==> config.mk <==
export PLATFORM = sky130hd
export DESIGN_NAME = flash_config_loader
export DESIGN_NICKNAME = d
export VERILOG_FILES = /design/src/rtl/flash_config_loader.sv
export SDC_FILE = /design/constraint.sdc
export NUM_CORES = 1
export LEC_CHECK = 0
export ABC_AREA = 1
export CORE_MARGIN = 2
export CORE_UTILIZATION = 55
export CTS_CLUSTER_DIAMETER = 120
export DETAILED_ROUTE_END_ITERATION = 12
export PLACE_DENSITY = 0.76
export SKIP_CTS_REPAIR_TIMING = 1
export SLEW_MARGIN = 0
export SYNTH_ARGS = -nofsm -noshare
export SYNTH_HDL_FRONTEND = slang
export SYNTH_SLANG_ARGS = --single-unit
==> constraint.sdc <==
create_clock -name clk_i -period 2.08 [get_ports clk_i]
set_clock_uncertainty 0.1 [all_clocks]
set_input_delay 0.416 -clock clk_i [delete_from_list [all_inputs] [get_ports clk_i]]
set_output_delay 0.416 -clock clk_i [all_outputs]
set_load 0.1 [all_outputs]
==> src/rtl/flash_config_loader.sv <==
// Flash configuration loader: wakes a SPI NOR flash (0xAB), issues a READ (0x03)
// at START_ADDR, takes a big-endian 32-bit word count N from the stream and then
// emits N big-endian 32-bit configuration words, each qualified by a strobe.
module flash_config_loader #(
  parameter int unsigned CLK_DIV    = 2,
  parameter logic [23:0] START_ADDR = 24'h000000,
  parameter logic [31:0] MAX_WORDS  = 32'h0001_0000,
  parameter int unsigned RES_WAIT   = 48
) (
  input  logic        clk_i,
  input  logic        reset_n_i,
  input  logic        start_i,
  output logic        busy_o,
  output logic        done_o,
  output logic        error_o,
  output logic        boot_o,
  output logic        sck_o,
  output logic        cs_o,
  output logic        pico_o,
  input  logic        poci_i,
  output logic [31:0] write_data_o,
  output logic        write_strobe_o
);

  localparam logic [7:0]  DivMax  = 8'(CLK_DIV - 1);
  localparam logic [31:0] GapMax  = 32'(RES_WAIT - 1);
  localparam logic [7:0]  CmdWake = 8'hAB;
  localparam logic [7:0]  CmdRead = 8'h03;

  typedef enum logic [3:0] {
    StIdle, StWake, StWakeGap, StCmd, StAddr, StHeader, StData, StDone, StError
  } state_e;

  state_e state_q, state_d;

  logic [7:0]  div_q, div_d;     // clk_i cycles within the current SCK half-period
  logic        sck_q, sck_d;
  logic [2:0]  bit_q, bit_d;     // bit index within the current byte
  logic [1:0]  byte_q, byte_d;   // byte index within the current field
  logic [7:0]  tx_q, tx_d;       // outgoing byte, MSB drives pico_o
  logic [31:0] rx_q, rx_d;       // last 32 bits received
  logic [31:0] n_q, n_d;         // header word count
  logic [31:0] word_q, word_d;   // words completed so far
  logic [31:0] gap_q, gap_d;
  logic        last_rise_q, last_rise_d;
  logic        strobe_q, strobe_d;
  logic [31:0] data_q, data_d;
  logic        cs_q, cs_d;
  logic        done_q, done_d;
  logic        error_q, error_d;

  logic spi_active, tick, rise, fall, byte_end, gap_done, start_ok, hdr_bad, last_word;

  assign spi_active = state_q inside {StWake, StCmd, StAddr, StHeader, StData};
  assign tick       = spi_active && (div_q == DivMax);
  assign rise       = tick && !sck_q;
  assign fall       = tick && sck_q;
  assign byte_end   = fall && (bit_q == 3'd7);
  assign gap_done   = (state_q == StWakeGap) && (gap_q == GapMax);
  assign start_ok   = start_i && (state_q inside {StIdle, StDone, StError});
  assign hdr_bad    = (rx_q == '0) || (rx_q == '1) || (rx_q > MAX_WORDS);
  // N is never zero in DATA, so N-1 cannot wrap
  assign last_word  = (word_q == (n_q - 32'd1));

  // State register
  always_ff @(posedge clk_i) begin
    if (!reset_n_i) begin
      state_q <= StIdle;
    end else begin
      state_q <= state_d;
    end
  end

  // Next-state logic; transitions between SPI fields happen only on byte boundaries
  always_comb begin
    state_d = state_q;
    unique case (state_q)
      StIdle, StDone, StError: if (start_i) state_d = StWake;
      StWake:    if (byte_end) state_d = StWakeGap;
      StWakeGap: if (gap_done) state_d = StCmd;
      StCmd:     if (byte_end) state_d = StAddr;
      StAddr:    if (byte_end && (byte_q == 2'd2)) state_d = StHeader;
      StHeader:  if (byte_end && (byte_q == 2'd3)) state_d = hdr_bad ? StError : StData;
      StData:    if (byte_end && (byte_q == 2'd3) && last_word) state_d = StDone;
      default:   state_d = StIdle;
    endcase
  end

  // State-decoded outputs
  always_comb begin
    busy_o = 1'b1;
    if (state_q inside {StIdle, StDone, StError}) busy_o = 1'b0;
  end

  // Datapath next-state: SCK divider, shifters, counters and flags
  always_comb begin
    div_d       = div_q;
    sck_d       = sck_q;
    bit_d       = bit_q;
    byte_d      = byte_q;
    tx_d        = tx_q;
    rx_d        = rx_q;
    n_d         = n_q;
    word_d      = word_q;
    gap_d       = '0;
    last_rise_d = (state_q == StData) && rise && (bit_q == 3'd7) && (byte_q == 2'd3);
    strobe_d    = last_rise_q;
    data_d      = data_q;
    done_d      = done_q;
    error_d     = error_q;
    cs_d        = !(state_d inside {StWake, StCmd, StAddr, StHeader, StData});

    if (spi_active) begin
      div_d = tick ? 8'd0 : div_q + 8'd1;
      if (tick) sck_d = ~sck_q;
      if (rise) rx_d = {rx_q[30:0], poci_i};
      // Next bit is presented on the falling edge, a full low phase before the rise
      if (fall) begin
        bit_d = bit_q + 3'd1;
        tx_d  = {tx_q[6:0], 1'b0};
      end
      if (byte_end) begin
        byte_d = (state_d != state_q) ? 2'd0 : byte_q + 2'd1;
        if (state_q == StCmd) begin
          tx_d = START_ADDR[23:16];
        end else if ((state_q == StAddr) && (byte_q == 2'd0)) begin
          tx_d = START_ADDR[15:8];
        end else if ((state_q == StAddr) && (byte_q == 2'd1)) begin
          tx_d = START_ADDR[7:0];
        end
        if ((state_q == StHeader) && (byte_q == 2'd3)) n_d = rx_q;
        if ((state_q == StData) && (byte_q == 2'd3)) word_d = word_q + 32'd1;
      end
    end else begin
      div_d  = '0;
      sck_d  = 1'b0;
      bit_d  = '0;
      byte_d = '0;
    end

    if (state_q == StWakeGap) gap_d = gap_q + 32'd1;
    if (gap_done) tx_d = CmdRead;

    if (start_ok) begin
      tx_d    = CmdWake;
      word_d  = '0;
      done_d  = 1'b0;
      error_d = 1'b0;
    end

    if ((state_d == StDone) && (state_q != StDone)) done_d = 1'b1;
    if (state_d == StError) error_d = 1'b1;

    // rx_q holds the complete word one cycle after its last bit was sampled
    if (last_rise_q) data_d = rx_q;
  end

  // Datapath registers
  always_ff @(posedge clk_i) begin
    if (!reset_n_i) begin
      div_q       <= '0;
      sck_q       <= 1'b0;
      bit_q       <= '0;
      byte_q      <= '0;
      tx_q        <= '0;
      rx_q        <= '0;
      n_q         <= '0;
      word_q      <= '0;
      gap_q       <= '0;
      last_rise_q <= 1'b0;
      strobe_q    <= 1'b0;
      data_q      <= '0;
      cs_q        <= 1'b1;
      done_q      <= 1'b0;
      error_q     <= 1'b0;
    end else begin
      div_q       <= div_d;
      sck_q       <= sck_d;
      bit_q       <= bit_d;
      byte_q      <= byte_d;
      tx_q        <= tx_d;
      rx_q        <= rx_d;
      n_q         <= n_d;
      word_q      <= word_d;
      gap_q       <= gap_d;
      last_rise_q <= last_rise_d;
      strobe_q    <= strobe_d;
      data_q      <= data_d;
      cs_q        <= cs_d;
      done_q      <= done_d;
      error_q     <= error_d;
    end
  end

  assign sck_o          = sck_q;
  assign cs_o           = cs_q;
  assign pico_o         = tx_q[7];
  assign write_data_o   = data_q;
  assign write_strobe_o = strobe_q;
  assign done_o         = done_q;
  assign error_o        = error_q;
  assign boot_o         = done_q;

endmodule

# [Yosys cells after proc, flatten, opt, wreduce, memory -nomap -nowiden]
# Index checks and enable logic that the tools add are counted.
[classes] addsub=6 magnitude_cmp=1 n_eq_ne=25 n_mux=22 bitwise_logic=3 n_reduce_logical=39
[ops] cell="adder 32 x 1 -> 32 bit, second input constant" n=2
[ops] cell="2-to-1 mux 8 bit" n=8
[ops] cell="== test 32 bit" n=1
[ops] cell="== test 32 bit, second input constant" n=1
[ops] cell="== test 32 x 6 -> 1 bit, second input constant" n=1
[ops] cell="== test 4 x 3 -> 1 bit, second input constant" n=8
[ops] cell="greater-than comparator 32 x 17 -> 1 bit, second input constant" n=1
[ops] cell="logical NOT 32 bit" n=1
[ops] cell="2-to-1 mux 4 bit" n=8
[ops] cell="subtractor 32 x 1 -> 32 bit, second input constant" n=1
[ops] cell="one-hot mux 4 bit (7 select lines)" n=1
[ops] cell="logical AND 1 bit" n=17
[ops] cell="== test 4 x 2 -> 1 bit, second input constant" n=3
[ops] cell="nonzero test 5 bit" n=2
[ops] cell="OR reduction 3 bit" n=3
[ops] cell="adder 8 x 1 -> 8 bit, second input constant" n=1
[ops] cell="== test 4 x 1 -> 1 bit, second input constant" n=2
[ops] cell="== test 4 bit, second input constant" n=2
[ops] cell="== test 8 x 1 -> 1 bit, second input constant" n=1
[ops] cell="AND reduction 2 bit" n=3
[ops] cell="AND reduction 3 bit" n=2
[ops] cell="nonzero test 3 bit" n=2
[ops] cell="== test 2 bit, second input constant" n=2
[ops] cell="logical NOT 4 bit" n=1
[ops] cell="14 further kinds" n=22
[totals] reg_bits=191 in_bits=4 out_inout_bits=40 elab_cells=113

# [Depth between registers and ports, before layout]
[logic_depth] ltp_word=12 depth_mapped=18 mapped_depth_nobuf=18

# [Worst setup path before layout]
# OpenSTA, ideal clock, no wires.
[synth_timing] kind="register to register" startpoint="reg state_q[2]" endpoint="reg byte_q[0]" setup_ps=71 t_arrival_ps=3146 required_time_ps=1909 setup_slack_ps=-1237 path_stages_with_launch=14 path_buffers=0 synth_period_minus_slack_ps=3317 cell_sequence="dfxtp_1 -> inv_2 -> nor2_4 -> inv_1 -> nor3_1 -> a21oi_1 -> nor2_1 -> inv_1 -> nand2_1 -> nor3_1 -> nand2_1 -> nand2_1 -> nand3_1 -> a21oi_1"
[synth_via] elab_chain_len=11 word_cells_on_any_way=29 classes_between="eq/ne (9); mux (9); reduce/logical (11)"
[synth_lines] item="start: declaration" line_no="34" rtl="state_e state_q, state_d;"
[synth_lines] item="start signal: assignment" line_no="68" rtl="state_q <= StIdle;"
[synth_lines] item="start signal: assignment" line_no="70" rtl="state_q <= state_d;"
[synth_lines] item="== test 4 x 1 -> 1 bit (tied with other cells)" line_no="54, 77"
[synth_lines] item="nonzero test 5 bit" line_no="54" rtl="assign spi_active = state_q inside {StWake, StCmd, StAddr, StHeader, StData};"
[synth_lines] item="logical AND 1 bit" line_no="55" rtl="assign tick = spi_active && (div_q == DivMax);"
[synth_lines] item="logical AND 1 bit" line_no="57" rtl="assign fall = tick && sck_q;"
[synth_lines] item="logical AND 1 bit" line_no="58" rtl="assign byte_end = fall && (bit_q == 3'd7);"
[synth_lines] item="logical AND 1 bit" line_no="83, 84"
[synth_lines] item="logical AND 1 bit" line_no="84" rtl="StData: if (byte_end && (byte_q == 2'd3) && last_word) state_d = StDone;"
[synth_lines] item="2-to-1 mux 4 bit" line_no="84"
[synth_lines] item="one-hot mux 4 bit (7 select lines)" line_no="77" rtl="unique case (state_q)"
[synth_lines] item="inequality test 4 bit" line_no="123" rtl="byte_d = (state_d != state_q) ? 2'd0 : byte_q + 2'd1;"
[synth_lines] item="2-to-1 mux 2 bit" line_no="123"
[synth_lines] item="end signal: assignment" line_no="180" rtl="byte_q <= byte_d;"
[synth_lines] item="end: declaration" line_no="39" rtl="logic [1:0] byte_q, byte_d;"
# Parallel ways exist; a longest one is shown, timed or not.
# A chain may end at the register's enable or synchronous reset.

# [Worst setup path after layout]
[layout_timing] startpoint="reg div_q[1]" endpoint="reg word_q[21]"
[layout_via] elab_chain_len=5
[layout_lines] item="start: declaration" line_no="36" rtl="logic [7:0] div_q, div_d;"
[layout_lines] item="start signal: assignment" line_no="177" rtl="div_q <= div_d;"
[layout_lines] item="== test 8 x 1 -> 1 bit" line_no="55"
[layout_lines] item="logical AND 1 bit" line_no="55"
[layout_lines] item="logical AND 1 bit" line_no="57"
[layout_lines] item="logical AND 1 bit" line_no="58"
[layout_lines] item="AND reduction 3 bit (no source line)"
[layout_lines] item="end signal: assignment" line_no="184" rtl="word_q <= word_d;"
[layout_lines] item="end: declaration" line_no="43" rtl="logic [31:0] word_q, word_d;"
# Every way passes these cells.

==> run_results.csv <==
group,metric,value,unit
route,post-route-drc-count,0,
placement,port_buffers,43,
timing,period_share,111,%
route,dr.pass1.iters,5,
cells_and_area,diodes,0,
synthesis,ys_types,45,
global_routing,grt_pass1_vias,9023,
setup_path,arrival,2.54,ns
route,vias,10100,
clock_tree,clkLatencyLatePin,0.45,ns
placement,place_area,11500,um2
timing,finalHoldViolCount,0,
setup_path,critPathTopFamily,"simple AND/OR/NAND/NOR gates",
synthesis,synthFlopType,"dfxtp_1",
placement,post-place-ws,-0.285,ns
cells_and_area,filler_cell_count,1255,
clock_tree,cts_tree,"yes",
cells_and_area,layout_common_cells,"251 x nand2_1, 204 x buf_4, 171 x dfxtp_1",
floorplan,start_util,56.1,%
power_and_ir_drop,p_switching,0.00196,W
status,violations,"setup timing",
cells_and_area,drive_gt1_share,29.2,%
global_routing,track_usage,27.7,%
floorplan,fp-row-count,48,
clock_tree,cts-root-buf,"clkbuf_16",
route,drt_wl_total,28500,um
cells_and_area,syn2layout_area_growth,36.0,%
power_and_ir_drop,power.internal,0.00545,W
route,post_drt_wl_per_cell,15.3,um
clock_tree,clockBufferDepth,2,
worst_hold_path,hold_class,"in2reg",
global_routing,grt_pass1_wl,41500,um
status,outcome,"finished with violations",
timing,max_freq,433,MHz
power_and_ir_drop,p_comb_share,6.0,%
power_and_ir_drop,clkPwrFrac,44.0,%
power_and_ir_drop,peakVddDrop,0.000673,V
route,ant_nets,0,
cells_and_area,seqCellArea,3860,um2
cells_and_area,finalNetCount,1635,
power_and_ir_drop,switching_share,26.5,%
setup_path,critPathRequiredTime,2.32,ns
timing,setup_viol,43,
cells_and_area,multiInputGateArea,5760,um2
timing,rsz0062_at_grt,"yes",
cells_and_area,final_common_cell,"nand2_1",
synthesis,synth_area_leaders,"dfxtp_1 40%, nand2_1 11%, a21oi_1 7.9%",
setup_path,critPathCaptureType,"register",
route,vias_per_cell,5.44,
setup_path,crit_top_cell,"nor2_4",
synthesis,ys_warn_count,0,
power_and_ir_drop,pwr-share-seq,50.0,%
floorplan,num_io_pins,44,
synthesis,synth_enable_flop_cells,0,
power_and_ir_drop,p_per_area,564,nW/um2
setup_path,critPathKind,"reg2reg",
global_routing,grt_max_degree,66,
placement,place.gp.congestion,1.00,
global_routing,antenna_found_initial,0,
power_and_ir_drop,leakage,5.59,nW
clock_tree,ctsHtreeMaxLevel,4,
synthesis,synth_top_area_share,39.5,%
timing,tns,-2.81,ns
synthesis,ys_seq_elements,191,
timing,slew_headroom,60.0,%
run,maxCapViolCount,0,
floorplan,die-area,18700,um2
synthesis,syn-num-nets,1426,
setup_path,cp_max_fo,5,
cells_and_area,fin_area,13100,um2
synthesis,netlist_instances,1411,
setup_path,cp-start-kind,"register",
timing,final_max_slew_viol_count,0,
timing,timing.final.ws_setup,-0.227,ns
synthesis,syn-cell-area,9670,um2
floorplan,core,17200,um2
synthesis,synth_async_sr_flop_share,0,%
timing,fin_crit,2.31,ns
clock_tree,clock-sinks,191,
synthesis,synth_top_area_cell,"dfxtp_1",
clock_tree,cts_buffers,17,
setup_path,slowest_stage,"dfxtp_2",
global_routing,grt.overflow.total,0,
timing,hold_ws,0.221,ns
floorplan,die_h,137,um
setup_path,crit_path_cell_trace,"inv_2, ha_4, nand4_1, nor2_4, nand4_4, nor2_4, nand3_2, nor3_2, nand2_1, nor2_4, nand2_2, o21ai_2, a21oi_1",
setup_path,cp_slowest_stage_delay,0.33,ns
timing,tightestPinTransition,0.595,ns
floorplan,die_w,137,um
setup_path,cp_num_buf_inv,1,
clock_tree,cts.clk_slew.worst_paths,0.07,ns
route,drt_iter0_drc,668,
synthesis,syn_avg_cell_area,6.85,um2
placement,dp_hpwl,18500,um
synthesis,ys_seq_area_share,39.5,%
layer usage:
metal	global-route usage, %	up-vias	wire length [um]
met2	46.0	319	14000
met4	10.5	0	695
met1	36.0	4685	12400
met5	0	-	0
li1	-	5057	-
met3	4.48	55	1440
synth_stat cells (2+ instances only):
cell	instances
a211oi_1	4
a21o_1	2
a21oi_1	152
a31oi_1	4
buf_1	4
buf_2	2
clkbuf_1	36
dfxtp_1	191
ha_1	11
inv_1	181
nand2_1	275
nand2_2	3
nand3_1	56
nand3_4	2
nand3b_1	6
nand4_1	42
nor2_1	160
nor2_2	8
nor2_4	3
nor3_1	40
nor3b_1	10
nor4_1	18
o211ai_1	5
o21ai_0	125
o21ai_1	3
or2_2	5
xnor2_1	21
xor2_1	25
power by group through the flow:
| stage | sequential, W | combinational, W | clock (W) |
|---|---|---|---|
| floorplan | 0.00381 | 0.000213 | 0 |
| global route | 0.00371 | 0.000477 | 0.00343 |
| finish | 0.00371 | 0.000444 | 0.00327 |
| global placement | 0.00379 | 0.000390 | 0 |
| CTS | 0.00370 | 0.000396 | 0.00329 |
| detailed placement | 0.00379 | 0.000395 | 0 |
worst paths after layout:
kind	from	end	slack [ns]	cells past startpoint
max	div_q[1]	word_q[21]	-0.23	13
min reg2reg	bit_q[1]	bit_q[1]	0.37	2
min	reset_n_i	tx_q[6]	0.22	3
max reg2reg	div_q[1]	word_q[21]	-0.23	13
worst min-delay path: stages:
cell	delay, ns
buf_2	0.16
nand2_4	0.11
a211oi_2	0.03
flip-flops by register name, summed over array words and instances (netlist names), 2 cells and up:
register,count
gap_q,32
n_q,32
rx_q,32
word_q,32
write_data_o,32
div_q,8
tx_q,8
state_q,4
bit_q,3
byte_q,2
logic make-up after synthesis:
group / Yosys count / share of synthesized area [%]
xor gates and xnor gates: 47 / 4.40
DFF: 191 / 39.5
and+or+nand+nor: 637 / 29.8
adders and majority gates: 11 / 1.42
AOI/OAI and AO/OA: 299 / 16.0
buffers and inverters: 226 / 8.84
stage by stage:
step	util (%)	total power, W	cells
5_1_grt	76.3	0.00762	1858
6_report	76.3	0.00742	1858
4_1_cts	69.9	0.00739	1832
3_3_place_gp	66.5	0.00418	1800
2_1_floorplan	-	0.00403	1411
3_5_place_dp	66.5	0.00418	1800
final cells by class:
cell class / count / share of cell area, %
Multi-Input combinational cell: 994 / 43.8
Sequential cell: 191 / 29.3
Timing Repair Buffer: 231 / 14.7
Inverter: 183 / 5.40
Clock buffer: 17 / 3.24
Tap cell: 225 / 2.14
Clock inverter: 15 / 1.28
Timing Repair inverter: 2 / 0.0952
(Power assumes the default switching activity.)
